[config.mk]
export PLATFORM = sky130hd
export DESIGN_NAME = row_accumulator
export DESIGN_NICKNAME = d
export VERILOG_FILES = /design/src/rtl/row_accumulator.sv
export SDC_FILE = /design/constraint.sdc
export NUM_CORES = 1
export LEC_CHECK = 0
export BUFFER_PORTS_ARGS = -buffer_cell sky130_fd_sc_hd__buf_2
export CORE_ASPECT_RATIO = 0.9
export CORE_UTILIZATION = 40
export CTS_CLUSTER_SIZE = 10
export DETAILED_ROUTE_END_ITERATION = 16
export MAX_ROUTING_LAYER = met4
export PLACE_DENSITY = 0.59
export SLEW_MARGIN = 5
export SYNTH_ARGS = -nofsm -noshare
export SYNTH_HDL_FRONTEND = slang
export SYNTH_SLANG_ARGS = --single-unit
[constraint.sdc]
create_clock -name clk -period 4.4 [get_ports clk]
set_input_delay 0.22 -clock clk [delete_from_list [all_inputs] [get_ports clk]]
set_output_delay 0.22 -clock clk [all_outputs]
set_load 0.02 [all_outputs]
[src/rtl/row_accumulator.sv]
// Sums the signed products of one sparse row and queues {row_sum, row_index} in a show-ahead FIFO.
// Optional macro ROW_ACC_SAT_EN: sticky saturating accumulation instead of two's-complement wrap.
module row_accumulator #(
    parameter int PROD_W     = 64,
    parameter int ACC_W      = 72,
    parameter int NNZ_W      = 11,
    parameter int ROW_W      = 11,
    parameter int FIFO_DEPTH = 4
) (
    input  logic              clk,
    input  logic              reset,
    input  logic              sclr,
    input  logic              row_len_valid,
    input  logic [NNZ_W-1:0]  row_len,
    output logic              row_len_ready,
    input  logic              prod_valid,
    input  logic [PROD_W-1:0] prod,
    output logic              prod_ready,
    output logic              res_valid,
    output logic [ACC_W-1:0]  res_data,
    output logic [ROW_W-1:0]  res_row,
    input  logic              res_ready,
    output logic              busy,
    output logic              err_orphan
);

    localparam int PTR_W = $clog2(FIFO_DEPTH);

    typedef enum logic [1:0] {IDLE, ACCUM, FLUSH} state_t;

    state_t                  state_q, state_d;
    logic [NNZ_W-1:0]        len_q, len_d;
    logic [NNZ_W-1:0]        cnt_q, cnt_d;
    logic signed [ACC_W-1:0] sum_q, sum_d;
    logic [ROW_W-1:0]        row_q, row_d;
    logic                    err_q, err_d;
    logic [PTR_W-1:0]        wr_q, wr_d, rd_q, rd_d;
    logic [PTR_W:0]          fcnt_q, fcnt_d;
    logic                    push, pop, full;
    logic signed [ACC_W-1:0] prod_ext;

    logic signed [ACC_W-1:0] mem_data [FIFO_DEPTH];
    logic [ROW_W-1:0]        mem_row  [FIFO_DEPTH];

`ifdef ROW_ACC_SAT_EN
    logic sat_q, sat_d;

    localparam logic signed [ACC_W-1:0] ACC_MAX = {1'b0, {(ACC_W-1){1'b1}}};
    localparam logic signed [ACC_W-1:0] ACC_MIN = {1'b1, {(ACC_W-1){1'b0}}};

    function automatic logic add_ovf(input logic signed [ACC_W-1:0] a,
                                     input logic signed [ACC_W-1:0] b);
        logic signed [ACC_W-1:0] s;
        s = a + b;
        return (a[ACC_W-1] == b[ACC_W-1]) && (s[ACC_W-1] != a[ACC_W-1]);
    endfunction

    function automatic logic signed [ACC_W-1:0] sat_add(input logic signed [ACC_W-1:0] a,
                                                        input logic signed [ACC_W-1:0] b);
        if (add_ovf(a, b))
            return a[ACC_W-1] ? ACC_MIN : ACC_MAX;
        return a + b;
    endfunction
`else
    function automatic logic signed [ACC_W-1:0] wrap_add(input logic signed [ACC_W-1:0] a,
                                                         input logic signed [ACC_W-1:0] b);
        return a + b;
    endfunction
`endif

    assign prod_ext      = {{(ACC_W-PROD_W){prod[PROD_W-1]}}, prod};
    assign row_len_ready = (state_q == IDLE);
    assign prod_ready    = (state_q == ACCUM);
    assign res_valid     = (fcnt_q != '0);
    assign full          = (fcnt_q == (PTR_W+1)'(FIFO_DEPTH));
    assign pop           = res_valid && res_ready;
    // Memory is not reset; the head is masked so an empty FIFO reads as zero.
    assign res_data      = res_valid ? mem_data[rd_q] : '0;
    assign res_row       = res_valid ? mem_row[rd_q]  : '0;
    assign busy          = (state_q != IDLE) || res_valid;
    assign err_orphan    = err_q;

    always_comb begin
        state_d = state_q;
        len_d   = len_q;
        cnt_d   = cnt_q;
        sum_d   = sum_q;
        row_d   = row_q;
        err_d   = err_q | (prod_valid && !prod_ready);
        wr_d    = wr_q;
        rd_d    = rd_q;
        fcnt_d  = fcnt_q;
        push    = 1'b0;
`ifdef ROW_ACC_SAT_EN
        sat_d   = sat_q;
`endif

        case (state_q)
            IDLE: begin
                if (row_len_valid) begin
                    len_d   = row_len;
                    cnt_d   = '0;
                    sum_d   = '0;
`ifdef ROW_ACC_SAT_EN
                    sat_d   = 1'b0;
`endif
                    state_d = (row_len == '0) ? FLUSH : ACCUM;
                end
            end
            ACCUM: begin
                if (prod_valid) begin
`ifdef ROW_ACC_SAT_EN
                    // Once clipped, the sum is pinned until the row completes.
                    if (!sat_q) begin
                        sum_d = sat_add(sum_q, prod_ext);
                        sat_d = add_ovf(sum_q, prod_ext);
                    end
`else
                    sum_d = wrap_add(sum_q, prod_ext);
`endif
                    cnt_d = cnt_q + NNZ_W'(1);
                    if (cnt_q + NNZ_W'(1) == len_q)
                        state_d = FLUSH;
                end
            end
            FLUSH: begin
                if (!full || pop) begin
                    push    = 1'b1;
                    row_d   = row_q + ROW_W'(1);
                    state_d = IDLE;
                end
            end
            default: state_d = IDLE;
        endcase

        if (push)
            wr_d = wr_q + PTR_W'(1);
        if (pop)
            rd_d = rd_q + PTR_W'(1);
        case ({push, pop})
            2'b10:   fcnt_d = fcnt_q + (PTR_W+1)'(1);
            2'b01:   fcnt_d = fcnt_q - (PTR_W+1)'(1);
            default: fcnt_d = fcnt_q;
        endcase

        if (sclr) begin
            state_d = IDLE;
            len_d   = '0;
            cnt_d   = '0;
            sum_d   = '0;
            row_d   = '0;
            err_d   = 1'b0;
            wr_d    = '0;
            rd_d    = '0;
            fcnt_d  = '0;
            push    = 1'b0;
`ifdef ROW_ACC_SAT_EN
            sat_d   = 1'b0;
`endif
        end
    end

    always_ff @(posedge clk or negedge reset) begin
        if (!reset) begin
            state_q <= IDLE;
            len_q   <= '0;
            cnt_q   <= '0;
            sum_q   <= '0;
            row_q   <= '0;
            err_q   <= 1'b0;
            wr_q    <= '0;
            rd_q    <= '0;
            fcnt_q  <= '0;
`ifdef ROW_ACC_SAT_EN
            sat_q   <= 1'b0;
`endif
        end else begin
            state_q <= state_d;
            len_q   <= len_d;
            cnt_q   <= cnt_d;
            sum_q   <= sum_d;
            row_q   <= row_d;
            err_q   <= err_d;
            wr_q    <= wr_d;
            rd_q    <= rd_d;
            fcnt_q  <= fcnt_d;
`ifdef ROW_ACC_SAT_EN
            sat_q   <= sat_d;
`endif
        end
    end

    // FIFO storage: a push in FLUSH writes the finished sum with its row index.
    always_ff @(posedge clk) begin
        if (push) begin
            mem_data[wr_q] <= sum_q;
            mem_row[wr_q]  <= row_q;
        end
    end

endmodule

==> reports/metrics.yaml, run 1 <==
outcome:
  run_status: "finished, final reports clean"
worst_setup_path:
  worstSetupPathType: "reg2reg"
  worst_setup_path_end_kind: "flip-flop"
  crit_chain: "ha_1 -> and2_1 -> o21ai_0 -> a211oi_1 -> o31ai_1 -> a21oi_1 -> a21oi_1 -> buf_4 -> o31ai_1 -> a21oi_1 -> o31ai_1 -> xor2_1 -> a22o_1"
  cp.buffers_inverters: 1
  timing.rr.end: "sum_q[69]"
  r2r_start: "sum_q[10]"
  cp.required_ns: 4.88
  cp-endpoint: "sum_q[69]"
  path_depth: 13
  rrSetupSlack_ns: 0.58
  cp.arrival_ns: 4.30
  cp-startpoint: "sum_q[10]"
  start_kind: "flip-flop"
  cp_slowest_cell: "o31ai_1"
  critPathMaxFanout: 7
  slowest_delay_ns: 0.54
  r2r_cells: 13
  crit_family: "compound AO/OA/AOI/OAI gates"
placed_design:
  dp_hpwl_mm: 33.8
  placement.io_buffers: 168
  gp_congestion: 0.874
timing:
  holdWs_ns: 0.0274
  rsz0062_at_grt: "no"
  fin_crit_sh_pct: 86.8
  max_slew_margin_pct: 29.6
  setup_tns_ns: 0
  fmax_mhz: 262
  worstMarginPinSlew_ns: 1.06
  drv_slew: 0
  skew_ns: 0.0256
  finalSetupViolations: 0
  hold_viol: 0
  min_period_ns: 3.82
detailed_routing:
  drtIter0Drc: 931
  wl_mm: 51.1
  viasPerCell: 5.45
  antenna_left: 0
  num_vias: 13600
  dr.pass1.iters: 5
  wl_per_cell_um: 20.4
  drc: 0
power_and_ir_drop:
  powerDensity_mw_per_mm2: 530
  p_leak_nw: 9.45
  irDropWorstVdd_mv: 0.294
synth:
  synthTopCellsByArea: "edfxtp_1, dfrtp_1, mux4_2, ha_1, o21ai_0"
  synth_edf_count: 332
  synth.distinct_cells: 67
  ys_ff_latch: 447
  synth_top_flop_cell: "edfxtp_1"
  synth_top_area_share_pct: 46.8
  async_reset_ff_share_pct: 25.7
  netlist_area_mm2: 0.0213
  syn_nets: 1759
  syn_inst: 1599
  syn_avg_cell_area_um2: 13.3
  synth_top_area_cell: "edfxtp_1"
  ys_seq_area_share_pct: 60.3
  ys_warn_count: 0
clock_network:
  cts_root_buf: "clkbuf_16"
  clk_pin_slew_ns: 0.06
  numClockSinks: 447
  worst_skew_pair.late_latency_ns: 0.60
  cts_tree: "built"
  cts_made_buffers: 52
  h-tree-depth: 2
  cts_resized: 0
  cts_buffer_depth: 3
floorplan:
  die_w_um: 245
  io_pins: 169
  core-area_mm2: 0.0521
  dieHeight_um: 221
  rows: 79
  die_area_mm2: 0.0542
  start_util_pct: 40.9
min_path:
  hold_path.class: "in2reg"
final_layout:
  most-common-layout-cells: "edfxtp_1, buf_2, nand2_1, o21ai_0, dfrtp_1"
  nets: 1935
  drive_gt1_share_pct: 19.7
  syn_to_final_growth_pct: 15.5
  num_antenna_cells: 0
  final_common_cell: "edfxtp_1"
grt:
  grt_max_degree: 87
  grt_use_total_pct: 19.9
  grt_pass1_vias: 13900
  grt_pass1_wl_mm: 80.7
  globalRoute.totalOverflow: 0
  antenna_found_initial: 0
job:
  maxCapViolations: 0
==> power by group <==
part,switching (W),leakage [nW],internal (W)
Clock,0.00164,0.719,0.00225
Combinational,0.00230,4.06,0.00157
Sequential,0.000366,4.67,0.00492
==> worst min-delay path, cell delays in order <==
cell and delay [ns]:
buf_2 0.12, ha_1 0.14, a22o_1 0.11
==> worst min path at each step <==
| stage | to | startpoint | cells past startpoint |
|---|---|---|---|
| final | sum_q[0] | prod[0] | 3 |
| after global routing | sum_q[0] | prod[0] | 3 |
| after CTS | sum_q[0] | prod[0] | 3 |
| after detailed placement | row_q[9] | reset | 1 |
| after global placement | row_q[9] | reset | 1 |
| after floorplan | cnt_q[0] | reset | 0 |
==> logic make-up (layout without fill, tap and decap cells) <==
kind of cell | count (synthesis) | after routing | synth area share (%)
buf+inv | 94 | 311 | 1.67
simple gates | 439 | 439 | 9.94
xor+xnor | 96 | 96 | 3.95
flops | 447 | 447 | 60.3
compound gates | 356 | 356 | 10.4
fa+ha+maj | 79 | 79 | 4.71
mux | 88 | 88 | 9.02
==> final cells by class <==
| cell class | instances | area [µm²] |
|---|---|---|
| clock buffers | 86 | 1460 |
| clock inverters | 9 | 48.8 |
| multi-input cells | 1058 | 8120 |
| repair buffers | 201 | 1190 |
| fillers | 4607 | 27500 |
| flip-flops and latches | 447 | 12900 |
| well taps | 688 | 861 |
| inverters | 15 | 56.3 |
==> layer usage <==
layer / vias up / GRT usage (%) / wire length (µm)
met3: 60 / 3.02 / 2110
li1: 6400 / - / -
met2: 323 / 31.1 / 24200
met4: 0 / 4.52 / 911
met1: 6865 / 27.3 / 23900
met5: - / - / 0
==> Yosys cell counts, drive strengths merged (12+ instances only) <==
library cell / number
xnor2: 45
o21bai: 12
clkbuf: 70
a22o: 18
nand3: 19
mux4: 83
and3: 14
nand2: 153
a21oi: 95
dfrtp: 115
nor2: 85
inv: 15
and2: 91
nor2b: 12
a21o: 35
o21ai: 131
edfxtp: 332
xor2: 51
nor3: 17
nand4: 21
ha: 77
==> registers in the layout (all words and copies together), names as in the netlist <==
register    count
cnt_q          11
err_orphan      1
fcnt_q          3
len_q          11
mem_data      288
mem_row        44
rd_q            2
row_q          11
state_q         2
sum_q          72
wr_q            2
==> repair_timing <==
item | in CTS | in global routing
hold endpoints to repair | 57 | 0
buffers inserted | 0 | 0
hold buffers | 13 | 0
==> metrics by stage <==
| stage | total power [W] | instances | utilization, % | area (µm²) | setup slack (ns) |
|---|---|---|---|---|---|
| after floorplan | 0.00801 | 1599 | - | 21300 | 0.520 |
| after global placement | 0.00923 | 2396 | 44.1 | 23000 | 0.724 |
| after detailed placement | 0.00928 | 2396 | 44.1 | 23000 | 0.611 |
| after CTS | 0.0132 | 2504 | 47.2 | 24600 | 0.598 |
| after global routing | 0.0137 | 2504 | 47.2 | 24600 | 0.251 |
| final | 0.0130 | 2504 | 47.2 | 24600 | 0.579 |
No activity file was read; power rests on OpenSTA's default activity.
==> run 2: changes to the inputs <==
Settings changed: CORE_MARGIN set to 4.
==> run 2 against run 1 <==
Net effect: register-to-register slack gained 0.03 ns; core utilization is essentially flat; wire length shrank 0.47%; worst setup slack gained 0.028 ns; combinational power is essentially flat.
==> reports/metrics.yaml, run 2 (synthesis results as in run 1) <==
final_layout:
  fin_util_pct: 47.2  # about the same
  nFillCells: 4664  # +1.2%
  finalNonFillerCells: 2504  # unchanged
  most-common-layout-cells: "edfxtp_1, buf_2, nand2_1, o21ai_0, dfrtp_1"
  num_antenna_cells: 0  # unchanged
  syn_to_final_growth_pct: 15.7
  final_common_cell: "edfxtp_1"
  largest_register_ffs: 288  # unchanged
  largestRegisters: "mem_data x288, sum_q x72, mem_row x44"
  drive_gt1_share_pct: 19.7  # +0.055 points
  top_register: "mem_data"
  nets: 1936  # +0.052%
clock_network:
  cts_root_buf: "clkbuf_16"
  clk_pin_slew_ns: 0.05  # about the same
  worst_skew_pair.late_latency_ns: 0.59  # about the same
  cts_tree: "built"
  numClockSinks: 447  # unchanged
  h-tree-depth: 2  # unchanged
  cts_made_buffers: 52  # unchanged
  cts_buffer_depth: 3  # unchanged
min_path:
  hold_path.class: "in2reg"
  hold_start: "prod[0]"
timing:
  rsz0062_at_grt: "no"
  hold_viol: 0  # unchanged
  fin_crit_sh_pct: 86.2  # -0.64 points
  fmax_mhz: 264  # +0.75%
  setup_tns_ns: 0  # unchanged
  holdWs_ns: 0.0300  # +0.00266 ns
  drv_slew: 0  # unchanged
  worstMarginPinSlew_ns: 1.05  # -0.00463 ns
  finalSetupViolations: 0  # unchanged
  skew_ns: 0.0197  # -0.00593 ns
  min_period_ns: 3.79  # -0.0284 ns
  max_slew_margin_pct: 29.8  # +0.23 points
grt:
  grt_pass1_vias: 14000  # +0.34%
  antenna_found_initial: 0  # unchanged
  globalRoute.totalOverflow: 0  # unchanged
  grt_max_degree: 88  # +1.1%
  grt_use_total_pct: 18.4  # -1.4 points
  grt_pass1_wl_mm: 80.0  # -0.82%
power_and_ir_drop:
  irDropWorstVdd_mv: 0.282  # -4.1%
  p_leak_nw: 9.46  # +0.17%
  powerDensity_mw_per_mm2: 531  # +0.18%
placed_design:
  dp.cells: 2397  # +0.042%
  dp_hpwl_mm: 33.6  # -0.34%
  placement.io_buffers: 168  # unchanged
  gp_congestion: 0.866  # -0.95%
worst_setup_path:
  crit_chain: "ha_1 -> fa_1 -> a21o_1 -> a221oi_2 -> or4_4 -> a211oi_2 -> o21ai_2 -> a2111oi_2 -> o21ai_0 -> o211ai_1 -> a221oi_1 -> xor2_1 -> o21ai_0"
  cp-endpoint: "sum_q[68]"
  worstSetupPathType: "reg2reg"
  cp.required_ns: 4.89  # about the same
  r2r_cells: 13  # unchanged
  worst_setup_path_end_kind: "flip-flop"
  r2r_start: "sum_q[0]"
  slowest_delay_ns: 0.52  # -0.02 ns
  start_kind: "flip-flop"
  cp-startpoint: "sum_q[0]"
  rrSetupSlack_ns: 0.61  # +0.03 ns
  crit_family: "compound AO/OA/AOI/OAI gates"
  critPathMaxFanout: 6  # -1
  path_depth: 13  # unchanged
  cp_slowest_cell: "or4_4"
  cp_common_cell: "o21ai_0"
  timing.rr.end: "sum_q[68]"
  cp.buffers_inverters: 0  # -1
  cp.arrival_ns: 4.28  # -0.02 ns
detailed_routing:
  viasPerCell: 5.39  # -1.0%
  dr.pass1.iters: 7  # +2
  drtIter0Drc: 899  # -3.4%
  num_vias: 13500  # -1.0%
  wl_mm: 50.9  # -0.47%
  drc: 0  # unchanged
  wl_per_cell_um: 20.3  # -0.47%
  antenna_left: 0  # unchanged
floorplan:
  die_area_mm2: 0.0570  # +5.2%
  die_w_um: 251  # +2.4%
  io_pins: 169  # unchanged
  rows: 79  # unchanged
  start_util_pct: 40.8  # -0.077 points
  dieHeight_um: 227  # +2.7%
  core-area_mm2: 0.0522  # +0.19%
outcome:
  run_status: "finished, final reports clean"
job:
  maxCapViolations: 0  # unchanged
-- run 2: cell types whose count changed in the layout (fill, tap and decap cells not counted), moves of 2 or more --
cell	previous run	this run
clkbuf_8	1	3
clkinv_1	5	0
inv_6	2	0
clkbuf_1	32	36
-- run 2: how the worst min path moves through the flow --
stage,cells after the start,slack [ns],end
6_report,3,0.03,sum_q[0]
3_5_place_dp,1,0.23,sum_q[54]
5_1_grt,3,0.02,sum_q[0]
4_1_cts,3,0.003,sum_q[0]
2_1_floorplan,0,-0.08,cnt_q[0]
3_3_place_gp,1,0.23,sum_q[54]
-- run 2: through the flow --
stage | area (µm²) | total power (W) | setup WS (ns)
floorplan | 21300 | 0.00801 | 0.520
global placement | 23000 | 0.00925 | 0.746
detailed placement | 23000 | 0.00928 | 0.668
CTS | 24600 | 0.0133 | 0.632
global route | 24600 | 0.0138 | 0.217
finish | 24600 | 0.0131 | 0.607
-- run 2: what timing repair did --
action	4_1_cts	5_1_grt
setup buffers	0	0
hold buffers	13	0
hold endpoints to repair	42	0
gates resized for setup	0	0
-- run 2: area by class of cell --
type	instances	area [µm²]	share of cell area, %
clock inverter	2	37.5	0.152
sequential	447	12900	52.2
timing repair buffer	202	1210	4.90
inverter	15	56.3	0.229
multi-input combinational	1058	8120	33.0
tap	688	861	3.49
clock buffer	92	1500	6.10
-- run 2: per-layer routing --
metal / vias to the layer above / part of all wire [%] / global-route usage (%)
met4: 0 / 1.8 / 3.99
met1: 6779 / 46 / 24.8
met5: - / 0 / -
met3: 69 / 4.4 / 3.13
li1: 6397 / - / -
met2: 260 / 48 / 29.9
-- run 2: worst register-to-register path, delay by kind of cell (launching register included) --
| family | cells | cell delay (ns) |
|---|---|---|
| simple gates | 1 | 0.52 |
| fa+ha+maj | 2 | 0.47 |
| flops | 1 | 0.42 |
| xor+xnor | 1 | 0.16 |
| compound gates | 9 | 2.12 |
-- run 2: where the power goes --
group / switching (W) / internal [W] / total (W)
sequential: 0.000379 / 0.00492 / 0.00530
combinational: 0.00227 / 0.00157 / 0.00384
clock: 0.00161 / 0.00234 / 0.00395
==> run 3: changes to the inputs <==
Clock period 4.4 ns to 4.2 ns, I/O delays scaled along.
==> run 3 against run 2 <==
Net effect: register-to-register slack got worse by 0.13 ns; wire length rose by 0.47%; global-route usage fell by 0.060 points; die area did not move; sequential power rose by 4.7%; non-clock buffer count rose by 3; cell count rose by 0.16%; clock power rose by 5%; largest power group unchanged; highest routed layer unchanged.
==> reports/metrics.yaml, run 3 (synthesis results as in run 1) <==
worst_setup_path:
  cp.buffers_inverters: 0  # unchanged
  start_kind: "flip-flop"
  worstSetupPathType: "reg2reg"
  crit_family: "compound AO/OA/AOI/OAI gates"
  slowest_delay_ns: 0.44  # -0.08 ns
  critPathMaxFanout: 6  # unchanged
  cp_common_cell: "o21ai_0"
  cp.required_ns: 4.62  # -0.27 ns
  crit_chain: "ha_1 -> fa_1 -> a21o_1 -> a221oi_2 -> or4_4 -> a211oi_2 -> o21ai_2 -> a2111oi_2 -> o21ai_0 -> o211ai_1 -> a221oi_1 -> xor2_1 -> o21ai_0"
  cp.arrival_ns: 4.14  # -0.14 ns
  worst_setup_path_end_kind: "flip-flop"
  cp_slowest_cell: "fa_1"
  rrSetupSlack_ns: 0.48  # -0.13 ns
grt:
  globalRoute.totalOverflow: 0  # unchanged
  grt_use_total_pct: 18.4  # -0.060 points
  antenna_found_initial: 1  # +1
  grt_pass1_wl_mm: 79.8  # -0.25%
  grt_pass1_vias: 13900  # -0.31%
  grt_max_degree: 85  # -3.4%
detailed_routing:
  drtIter0Drc: 810  # -9.9%
  dr.pass1.iters: 5  # -2
  drc: 0  # unchanged
  num_vias: 13600  # +0.58%
  wl_per_cell_um: 20.4  # +0.31%
  antenna_left: 0  # unchanged
  wl_mm: 51.1  # +0.47%
  viasPerCell: 5.42  # +0.42%
power_and_ir_drop:
  p_int_w: 0.00923  # +4.6%
  swShare_pct: 32.8  # +0.24 points
  clockPowerShare_pct: 30.1  # about the same
  p_leak_nw: 9.49  # +0.24%
  powerDensity_mw_per_mm2: 556  # +4.8%
  p_seq_share_pct: 40.4  # about the same
  pwr-share-comb_pct: 29.5  # +0.2 points
  power.switching_w: 0.00450  # +5.7%
  irDropWorstVdd_mv: 0.296  # +5.1%
floorplan:
  rows: 79  # unchanged
  io_pins: 169  # unchanged
  start_util_pct: 40.8  # unchanged
  die_w_um: 251  # unchanged
  dieHeight_um: 227  # unchanged
  die_area_mm2: 0.0570  # unchanged
  core-area_mm2: 0.0522  # unchanged
clock_network:
  cts_tree: "built"
  cts_made_buffers: 52  # unchanged
  ctsHoldBuffers: 14  # +1
  cts_resized: 0  # unchanged
  cts_buffer_depth: 3  # unchanged
  h-tree-depth: 2  # unchanged
  cts_root_buf: "clkbuf_16"
  numClockSinks: 447  # unchanged
  worst_skew_pair.late_latency_ns: 0.59  # about the same
  cts_setup_buffers: 0  # unchanged
  clk_pin_slew_ns: 0.06  # about the same
final_layout:
  largest_register_ffs: 288  # unchanged
  finalNonFillerCells: 2508  # +0.16%
  ff_latch_area_mm2: 0.0129  # unchanged
  largestRegisters: "mem_data x288, sum_q x72, mem_row x44"
  top_register: "mem_data"
  drive_gt1_share_pct: 19.8  # +0.13 points
  most-common-layout-cells: "edfxtp_1, buf_2, nand2_1, o21ai_0, dfrtp_1"
  multi_input_area_mm2: 0.00812  # unchanged
  nFillCells: 4645  # -0.41%
  syn_to_final_growth_pct: 15.8
  final_common_cell: "edfxtp_1"
  nets: 1939  # +0.15%
min_path:
  hold_path.class: "in2reg"
timing:
  fin_crit_sh_pct: 88.7  # +2.5 points
  hold_viol: 0  # unchanged
  setup_tns_ns: 0  # unchanged
  min_period_ns: 3.72  # -0.0684 ns
  drv_slew: 0  # unchanged
  fmax_mhz: 269  # +1.8%
  worstMarginPinSlew_ns: 1.15  # +0.0954 ns
  skew_ns: 0.0256  # +0.00588 ns
  max_slew_margin_pct: 23.5  # -6.4 points
  rsz0062_at_grt: "no"
  finalSetupViolations: 0  # unchanged
job:
  maxCapViolations: 0  # unchanged
outcome:
  run_status: "finished, final reports clean"
placed_design:
  gp_congestion: 0.863  # -0.36%
  dp_hpwl_mm: 34.4  # +2.3%
  dp.cells: 2399  # +0.083%
  placement.io_buffers: 168  # unchanged
## run 3: cell types whose count changed in the layout (fill, tap and decap cells not counted), sizes merged
cell         change
clkbuf           -4
dlygate4sd3      +1
clkinv           +3
inv              +2
buf              +2
clkinvlp         -1
diode            +1
## run 3: stage by stage
step                power [W]  setup slack, ns  util (%)  area (µm²)  hold slack, ns
floorplan             0.00839            0.320         -       21300         -0.0856
global placement      0.00970            0.605      44.1       23000           0.342
detailed placement    0.00974            0.528      44.1       23000           0.340
CTS                    0.0139            0.486      47.3       24700          0.0451
global route           0.0145            0.287      47.3       24700          0.0803
finish                 0.0137            0.476      47.3       24700          0.0802
## run 3: area by class of cell
cell class	count	area share [%]
clock inverters	6	0.243
well taps	688	3.49
repair buffers	205	5.04
flip-flops and latches	447	52.1
inverters	15	0.228
diodes	1	0.0101
clock buffers	88	5.99
multi-input cells	1058	32.9
## run 3: worst paths after layout
path / from / endpoint / depth (start not counted)
worst max-delay path: sum_q[0] / sum_q[68] / 13
worst min-delay path: prod[1] / sum_q[1] / 3
worst max register to register: sum_q[0] / sum_q[68] / 13
worst min register to register: err_orphan / err_orphan / 2
max in group asynchronous: reset / sum_q[71] / 3
min in group asynchronous: reset / row_q[10] / 2
## run 3: per-layer routing
layer / share of wire [%] / global-route usage (%) / vias to the layer above / routed length [µm]
met4: 2.2 / 5.15 / 0 / 1120
met5: 0 / - / - / 0
met2: 48 / 29.8 / 314 / 24400
li1: - / - / 6404 / -
met3: 4.7 / 2.74 / 76 / 2420
met1: 45 / 24.4 / 6790 / 23200
## run 3: worst min-delay path, stage by stage
cell and delay (ns):
buf_2 0.11, fa_1 0.18, a22o_1 0.13
## run 3: power by group through the flow
stage / Clock, W / Sequential (W) / Combinational [W]
finish: 0.00413 / 0.00555 / 0.00405
global route: 0.00442 / 0.00561 / 0.00443
CTS: 0.00423 / 0.00556 / 0.00412
detailed placement: 0 / 0.00565 / 0.00409
global placement: 0 / 0.00562 / 0.00408
floorplan: 0 / 0.00542 / 0.00296
